[config.mk]
export PLATFORM = sky130hd
export DESIGN_NAME = complex_coef_apply_flat
export DESIGN_NICKNAME = d
export VERILOG_FILES = /design/src/rtl/complex_coef_apply_if.sv /design/src/rtl/complex_coef_apply.sv /design/src/flat_wrapper.sv
export SDC_FILE = /design/constraint.sdc
export NUM_CORES = 2
export LEC_CHECK = 0
export BUFFER_PORTS_ARGS = -buffer_cell sky130_fd_sc_hd__clkbuf_2
export CAP_MARGIN = 10
export CORE_AREA = 2 2 351 353
export CTS_BUF_LIST = sky130_fd_sc_hd__clkbuf_8 sky130_fd_sc_hd__clkbuf_16
export CTS_CLUSTER_DIAMETER = 60
export DETAILED_ROUTE_END_ITERATION = 16
export DIE_AREA = 0 0 353 355
export GPL_TIMING_DRIVEN = 0
export SLEW_MARGIN = 15
export SYNTH_ARGS = -nofsm -noshare
export SYNTH_HDL_FRONTEND = slang
export SYNTH_SLANG_ARGS = --single-unit
export TNS_END_PERCENT = 100
[constraint.sdc]
create_clock -name clk -period 9 [get_ports clk]
set_input_delay 0.9 -clock clk [delete_from_list [all_inputs] [get_ports clk]]
set_output_delay 0.9 -clock clk [all_outputs]
set_load 0.03 [all_outputs]
[src/rtl/complex_coef_apply_if.sv]
// sc16 AXI-stream style beat: {I[31:16], Q[15:0]} with tlast and valid/ready handshake.
interface complex_coef_apply_if;
    logic [31:0] tdata;
    logic        tlast;
    logic        tvalid;
    logic        tready;

    modport master (output tdata, output tlast, output tvalid, input tready);
    modport slave  (input tdata, input tlast, input tvalid, output tready);
endinterface

[src/rtl/complex_coef_apply.sv]
// Per-packet sc16 complex coefficient multiply: one coefficient beat, then a packet of samples.
// Optional saturation counter port clip_cnt enabled by COMPLEX_COEF_APPLY_CLIP_CNT_EN.
module complex_coef_apply #(
    parameter int COEF_SHIFT = 14
) (
    input  logic                 clk,
    input  logic                 aresetn,
    input  logic                 clear,
    complex_coef_apply_if.slave  c,
    complex_coef_apply_if.slave  i,
    complex_coef_apply_if.master o
`ifdef COMPLEX_COEF_APPLY_CLIP_CNT_EN
    ,
    output logic [15:0]          clip_cnt
`endif
);
    localparam int STAGES = 3;
    localparam logic signed [33:0] RND = 34'sd1 <<< (COEF_SHIFT - 1);
    localparam logic signed [33:0] SAT_MAX = 34'sd32767;
    localparam logic signed [33:0] SAT_MIN = -34'sd32768;

    typedef enum logic {IDLE, RUN} state_t;

    state_t             state_q, state_d;
    logic               rst_done;
    logic               en, c_acc, i_acc;
    logic signed [15:0] coef_i, coef_q;
    logic [STAGES:1]    vld_pipe, last_pipe;
    logic signed [15:0] s1_di, s1_dq, s1_ci, s1_cq;
    logic signed [31:0] p_ii, p_qq, p_iq, p_qi;
    logic signed [33:0] sum_i, sum_q, sh_i, sh_q;
    logic [15:0]        res_i, res_q;
    logic               clip_i, clip_q;
    logic [31:0]        o_data_q;
    logic               unused_c_tlast;

    assign unused_c_tlast = c.tlast;

    // Whole pipeline moves as one; everything freezes while the output is stalled.
    assign en    = o.tready | ~vld_pipe[STAGES];
    assign c_acc = c.tvalid & c.tready;
    assign i_acc = i.tvalid & i.tready;

    always_comb begin
        state_d  = state_q;
        c.tready = 1'b0;
        i.tready = 1'b0;
        if (clear) begin
            state_d = IDLE;
        end else begin
            case (state_q)
                IDLE: begin
                    c.tready = rst_done & en;
                    if (c.tvalid & rst_done & en) state_d = RUN;
                end
                RUN: begin
                    i.tready = en;
                    if (i.tvalid & en & i.tlast) state_d = IDLE;
                end
                default: state_d = IDLE;
            endcase
        end
    end

    always_ff @(posedge clk or negedge aresetn) begin
        if (!aresetn) begin
            state_q  <= IDLE;
            rst_done <= 1'b0;
            coef_i   <= '0;
            coef_q   <= '0;
        end else begin
            state_q  <= state_d;
            rst_done <= 1'b1;
            if (clear) begin
                coef_i <= '0;
                coef_q <= '0;
            end else if (c_acc) begin
                coef_i <= c.tdata[31:16];
                coef_q <= c.tdata[15:0];
            end
        end
    end

    // S3 combinational: full-precision sums, round half up, arithmetic shift, clamp.
    assign sum_i = p_ii - p_qq;
    assign sum_q = p_iq + p_qi;
    assign sh_i  = (sum_i + RND) >>> COEF_SHIFT;
    assign sh_q  = (sum_q + RND) >>> COEF_SHIFT;

    always_comb begin
        clip_i = (sh_i > SAT_MAX) || (sh_i < SAT_MIN);
        clip_q = (sh_q > SAT_MAX) || (sh_q < SAT_MIN);
        res_i  = (sh_i > SAT_MAX) ? 16'h7fff : (sh_i < SAT_MIN) ? 16'h8000 : sh_i[15:0];
        res_q  = (sh_q > SAT_MAX) ? 16'h7fff : (sh_q < SAT_MIN) ? 16'h8000 : sh_q[15:0];
    end

    // The coefficient rides with each sample so a new one can land while the last packet drains.
    always_ff @(posedge clk or negedge aresetn) begin
        if (!aresetn) begin
            vld_pipe  <= '0;
            last_pipe <= '0;
            s1_di     <= '0;
            s1_dq     <= '0;
            s1_ci     <= '0;
            s1_cq     <= '0;
            p_ii      <= '0;
            p_qq      <= '0;
            p_iq      <= '0;
            p_qi      <= '0;
            o_data_q  <= '0;
        end else if (clear) begin
            vld_pipe  <= '0;
        end else if (en) begin
            vld_pipe  <= {vld_pipe[STAGES-1:1], i_acc};
            last_pipe <= {last_pipe[STAGES-1:1], i.tlast};
            s1_di     <= i.tdata[31:16];
            s1_dq     <= i.tdata[15:0];
            s1_ci     <= coef_i;
            s1_cq     <= coef_q;
            p_ii      <= s1_di * s1_ci;
            p_qq      <= s1_dq * s1_cq;
            p_iq      <= s1_di * s1_cq;
            p_qi      <= s1_dq * s1_ci;
            o_data_q  <= {res_i, res_q};
        end
    end

    assign o.tdata  = o_data_q;
    assign o.tlast  = last_pipe[STAGES];
    assign o.tvalid = vld_pipe[STAGES];

`ifdef COMPLEX_COEF_APPLY_CLIP_CNT_EN
    always_ff @(posedge clk or negedge aresetn) begin
        if (!aresetn) begin
            clip_cnt <= '0;
        end else if (clear) begin
            clip_cnt <= '0;
        end else if (en && vld_pipe[STAGES-1] && (clip_i || clip_q) && clip_cnt != 16'hffff) begin
            clip_cnt <= clip_cnt + 16'd1;
        end
    end
`else
    logic unused_clip;
    assign unused_clip = clip_i | clip_q;
`endif
endmodule

[src/flat_wrapper.sv]
// flat-port wrapper written by rule: the top's interface ports become plain ports
module complex_coef_apply_flat 
#(
    parameter int COEF_SHIFT = 14
)
  (clk, aresetn, clear, c_tdata, c_tlast, c_tvalid, c_tready, i_tdata, i_tlast, i_tvalid, i_tready, o_tdata, o_tlast, o_tvalid, o_tready);
  complex_coef_apply_if c_i ();
  complex_coef_apply_if i_i ();
  complex_coef_apply_if o_i ();
  input  logic clk;
  input  logic aresetn;
  input  logic clear;
  input wire logic [$bits(c_i.tdata)-1:0] c_tdata;
  input wire logic [$bits(c_i.tlast)-1:0] c_tlast;
  input wire logic [$bits(c_i.tvalid)-1:0] c_tvalid;
  output wire logic [$bits(c_i.tready)-1:0] c_tready;
  input wire logic [$bits(i_i.tdata)-1:0] i_tdata;
  input wire logic [$bits(i_i.tlast)-1:0] i_tlast;
  input wire logic [$bits(i_i.tvalid)-1:0] i_tvalid;
  output wire logic [$bits(i_i.tready)-1:0] i_tready;
  output wire logic [$bits(o_i.tdata)-1:0] o_tdata;
  output wire logic [$bits(o_i.tlast)-1:0] o_tlast;
  output wire logic [$bits(o_i.tvalid)-1:0] o_tvalid;
  input wire logic [$bits(o_i.tready)-1:0] o_tready;
  assign c_i.tdata = c_tdata;
  assign c_i.tlast = c_tlast;
  assign c_i.tvalid = c_tvalid;
  assign c_tready = c_i.tready;
  assign i_i.tdata = i_tdata;
  assign i_i.tlast = i_tlast;
  assign i_i.tvalid = i_tvalid;
  assign i_tready = i_i.tready;
  assign o_tdata = o_i.tdata;
  assign o_tlast = o_i.tlast;
  assign o_tvalid = o_i.tvalid;
  assign o_i.tready = o_tready;
  complex_coef_apply #(.COEF_SHIFT(COEF_SHIFT)) u_core (.clk(clk), .aresetn(aresetn), .clear(clear), .c(c_i), .i(i_i), .o(o_i));
endmodule
After elaboration in Yosys (flattened, before gate mapping)

Index checks and enable logic that the tools add are counted.

Add/subtract/negate cells: 4
$mul: 4
Order comparisons: 4
Muxes and demuxes: 18
Bitwise gates (word level): 11
Reduce and logical (&&, ||, !) cells: 3

Operators by type and width:

| kind                                                          | number |
|---|---|
| multiplier 16 x 16 -> 32 bit                                  | 4 |
| two-way mux 16 bit                                            | 8 |
| adder 33 x 15 -> 34 bit (second input constant)               | 2 |
| > comparator 20 x 16 -> 1 bit (second input constant)         | 2 |
| less-than comparator 20 x 16 -> 1 bit (second input constant) | 2 |
| adder 32 x 32 -> 33 bit                                       | 1 |
| subtractor 32 x 32 -> 33 bit                                  | 1 |
| AND 1 bit                                                     | 7 |
| two-way mux 1 bit                                             | 7 |
| two-way mux 3 bit                                             | 2 |
| nonzero test 2 bit                                            | 2 |
| inverter 1 bit                                                | 3 |
| one-hot mux 1 bit (2 select lines)                            | 1 |
| AND reduction 2 bit                                           | 1 |
| bitwise OR 1 bit                                              | 1 |

Register bits after elaboration: 264

Depth between registers and ports, before layout

Word-level depth: 8
Depth in mapped cells: 27
Mapped depth without buffers: 26

Worst setup path after synthesis

No wires, ideal clock.

Path kind: register to register
Start: register u_core.s1_cq[7]
End: register u_core.p_qq[31]
Setup time: 0.131 ns
Arrival: 6.381 ns
Required time: 8.869 ns
Slack: 2.488 ns
Cell stages (with the launch flop): 26
Clock period less this slack: 6.512 ns
Cells stage by stage: dfrtp_1 clkbuf_1 nand2_1 fa_1 inv_1 fa_1 inv_1 fa_1 inv_1 fa_1 fa_1 inv_1 fa_1 inv_1 ha_1 a21o_1 a21o_1 a211oi_1 o31ai_1 o41ai_2 o21ai_1 o31a_1 or4_1 a31oi_1 xnor2_1 o21ai_1

Word-level cells in the longest chain between the ends: 1

RTL lines:

| element                      | RTL line                  | text |
|---|---|---|
| start, declared              | complex_coef_apply.sv:29  | `logic signed [15:0] s1_di, s1_dq, s1_ci, s1_cq;` |
| start signal, assigned       | complex_coef_apply.sv:119 | `s1_cq <= coef_q;` |
| multiplier 16 x 16 -> 32 bit | complex_coef_apply.sv:121 | `p_qq <= s1_dq * s1_cq;` |
| end signal, assigned         | complex_coef_apply.sv:121 |  |
| end, declared                | complex_coef_apply.sv:30  | `logic signed [31:0] p_ii, p_qq, p_iq, p_qi;` |

No other way between the ends.
A chain may end at the register's enable or synchronous reset.

Worst setup path in the final report

Start: register u_core.s1_ci[4]
End: register u_core.p_ii[31]

Word-level cells in the longest chain between the ends: 1

RTL lines:

| element                      | RTL line                  | text |
|---|---|---|
| start, declared              | complex_coef_apply.sv:29  |  |
| start signal, assigned       | complex_coef_apply.sv:118 | `s1_ci <= coef_i;` |
| multiplier 16 x 16 -> 32 bit | complex_coef_apply.sv:120 | `p_ii <= s1_di * s1_ci;` |
| end signal, assigned         | complex_coef_apply.sv:120 |  |
| end, declared                | complex_coef_apply.sv:30  |  |

No other way between the ends.

==> results.cfg <==
[place]
io_buffers = 106
dp_slack_ps = 115
gp_congestion = 1.03
dpl_cell_area_um2 = 54600
post-dp-hpwl_mm = 155

[setup_path]
timing.critical_path.fanout_max = 10
cp_cell_sequence = clkbuf_1, nand2_1, fa_1, fa_1, inv_1, fa_1, inv_1, fa_1, fa_1, fa_1, inv_1, ha_1, a21boi_0, nand2_1, nor4_2, nor3_1, o31ai_1, nand2_1, a21oi_1, nor2_1, xnor2_1, a21oi_1
slowest_delay_ps = 1010
critPathCaptureType = flip-flop
reg2reg_depth = 22
crit_path_top_delay_cell = clkbuf_1
r2r_end = u_core.p_ii[31]
cp.arrival_ps = 9340
critPathKind = reg2reg
path_common_cell = fa_1
r2r_slack_ps = 130
start_kind = flip-flop
required_ps = 9470
timing.rr.start = u_core.s1_ci[4]

[synthesis]
synthArstFlopShare_pct = 100
synthesis.nets = 7207
seq_area_frac_synth_pct = 12.7
synth_edf_count = 0
postSynthAreaPerCell_um2 = 9.20
ys_ff_latch = 264
synth_top_flop_cell = dfrtp_1
synth.cell_area_um2 = 51900
ys_types = 73
syn_inst = 5635
yosys_warnings = 0

[global_routing]
grt.total_usage_pct = 30.9
grt_max_degree = 89
antenna_found_initial = 17
use_met3_pct = 7.63
gr-usage-met2_pct = 45.2
gr-max-usage-layer = met2
gr-total-overflow = 0
grt_pass1_vias = 41700
met1_usage_pct = 42.1
grt_pass1_wl_mm = 280

[cts]
ctsHtreeMaxLevel = 2
cts_buffers = 45
max-clock-path-buffers = 3
root_buffer = clkbuf_16
clkLatencyLatePin_ps = 650
cts.sinks = 264
cts_tree = done
clk_pin_slew_worst_paths_ps = 60

[power]
p_seq_share_pct = 19.2
combPwrFrac_pct = 62.2
peakVddDrop_uv = 230
clkPwrFrac_pct = 18.6
power.leakage_nw = 29.6
p_int_w = 0.00476
power_density_nw_per_um2 = 168
switching_share_pct = 49.7
p_sw_w = 0.00469

[routing]
via_per_inst = 5.38
drtAntennaViolNets = 0
vias = 40100
wl_per_cell_um = 25.3
dr.pass1.iters = 6
drtIter0Drc = 3700
wl_mm = 189
route.detailed.drc = 0

[floorplan]
top_level_ports = 108
coreArea_um2 = 121000
die_w_um = 353
initial_core_util_pct = 42.7
die_h_um = 355
die_area_um2 = 125000
rows = 128

[cells_and_area]
fin_area_um2 = 56100
drive_above_1_share_pct = 4.12
syn2layout_area_growth_pct = 8.17
final_nets = 7365

[sta]
final-hold-violation-count = 0
drv_slew = 0
relSlewSlack_pct = 9.50
tns_ps = 0
timing.fmax_ghz = 0.113
fin_crit_sh_pct = 98.5
clock-skew-final_ps = 40.9
max_slew.worst_pin.slew_ps = 1360
whs_ps = 197
rsz0062_at_grt = false
setup_ws_ps = 133
final-setup-viol-count = 0
period_minus_slack_ps = 8870

[hold_path]
min_path_type = in2async

[run]
cap_violations = 0

[status]
outcome = complete, no violations
-- cells in the mapped netlist, types with 16 or more instances --
master / instances / area share, %
clkbuf_1: 246 / 1.8
ha_1: 452 / 11
a21oi_1: 114 / 1.1
fa_1: 1048 / 40
nand3_1: 20 / 0.19
and2_1: 510 / 6.2
xor2_1: 49 / 0.83
nor2_1: 117 / 0.85
inv_1: 1181 / 8.5
o21ai_0: 163 / 1.6
nand3b_1: 17 / 0.25
dfrtp_1: 264 / 13
nand2b_1: 42 / 0.51
nand2_1: 918 / 6.6
a21o_1: 74 / 1.1
o21a_1: 22 / 0.32
nor3_1: 31 / 0.30
a211oi_1: 25 / 0.36
o21bai_1: 21 / 0.30
o31ai_1: 16 / 0.23
xnor2_1: 119 / 2.0
-- cell type report --
type | instances | area [um^2]
multi-input cells | 3933 | 39900
fillers | 12000 | 65300
clock buffers | 51 | 1220
diodes | 12 | 30.0
plain buffers | 256 | 1000
well taps | 1625 | 2030
flip-flops and latches | 264 | 6610
repair buffers | 111 | 653
inverters | 1182 | 4440
clock inverters | 31 | 264
-- flip-flops by register name, summed over array words and instances (netlist names) --
register and cells:
u_core.last_pipe 3, u_core.s1_di 16, u_core.o.tdata 32, u_core.rst_done 1, u_core.coef_i 16, u_core.p_ii 32, u_core.p_iq 32, u_core.state_q 1
u_core.vld_pipe 3, u_core.p_qq 32, u_core.coef_q 16, u_core.p_qi 32, u_core.s1_cq 16, u_core.s1_dq 16, u_core.s1_ci 16
-- metrics by stage --
step,total power (W),cells,utilization (%)
3_3_place_gp,0.00751,7366,44.8
6_report,0.00945,7465,46.2
2_1_floorplan,0.00573,5635,-
3_5_place_dp,0.00760,7370,44.9
5_1_grt,0.0102,7455,46.2
4_1_cts,0.00941,7452,46.2
-- what timing repair did --
action,in CTS,in global routing
setup buffers,0,0
endpoints found under the setup margin,0,2
gates resized for setup,0,6
hold buffers,0,0
-- how the worst max path moves through the flow --
| stage | start | endpoint | slack (ps) | cells past startpoint |
|---|---|---|---|---|
| global placement | u_core.s1_ci[7] | u_core.p_ii[31] | 160 | 23 |
| finish | u_core.s1_ci[4] | u_core.p_ii[31] | 130 | 22 |
| global route | u_core.s1_ci[5] | u_core.p_ii[31] | 20 | 24 |
| floorplan | u_core.s1_cq[7] | u_core.p_qq[31] | 2490 | 25 |
| detailed placement | u_core.s1_ci[7] | u_core.p_ii[31] | 120 | 23 |
| CTS | u_core.s1_ci[7] | u_core.p_ii[31] | 80 | 23 |
-- placed cells by master (no fill, tap or decap), drive strengths merged, types with 16 or more instances in the layout --
cell	count
o21bai	21
clkbuf	402
o21a	22
xor2	49
fa	1048
and2	510
nor2	118
a31oi	16
xnor2	119
inv	1194
nand3	20
o31ai	16
ha	452
nand2	918
a21o	74
nor3	31
a21oi	116
a221o	17
nand2b	42
nand3b	17
a211oi	26
dfrtp	264
o21ai	166
-- per-layer routing --
layer	share of wire, %	up-vias
met1	41	20500
met5	0.071	-
met3	11	431
met2	42	1888
li1	-	17300
met4	6.9	6
-- cells by family (layout without fill, tap and decap cells) --
family	after synthesis	after routing	synth area share [%]
AND/OR/NAND/NOR	1716	1716	15.7
adder cells (fa/ha/maj)	1500	1500	51.4
XOR/XNOR	168	168	2.84
multiplexers	3	3	0.0627
other	1	13	0.00723
buffers and inverters	1438	1631	10.4
AO/OA/AOI/OAI	545	545	6.89
flip-flops	264	264	12.7
-- power groups by stage --
stage / sequential [W] / clock [W] / combinational [W]
3_3_place_gp: 0.00182 / 0 / 0.00569
4_1_cts: 0.00181 / 0.00177 / 0.00583
3_5_place_dp: 0.00182 / 0 / 0.00577
5_1_grt: 0.00184 / 0.00182 / 0.00653
6_report: 0.00181 / 0.00176 / 0.00588
2_1_floorplan: 0.00180 / 0 / 0.00393
-- critical path: cells and delay by family (launching register included) --
family	cells	cell delay, ps
fa+ha+maj	7	3410
compound gates	4	1420
simple gates	6	1310
buf+inv	4	1160
flops	1	800
xor+xnor	1	610
(Power assumes the default switching activity.)
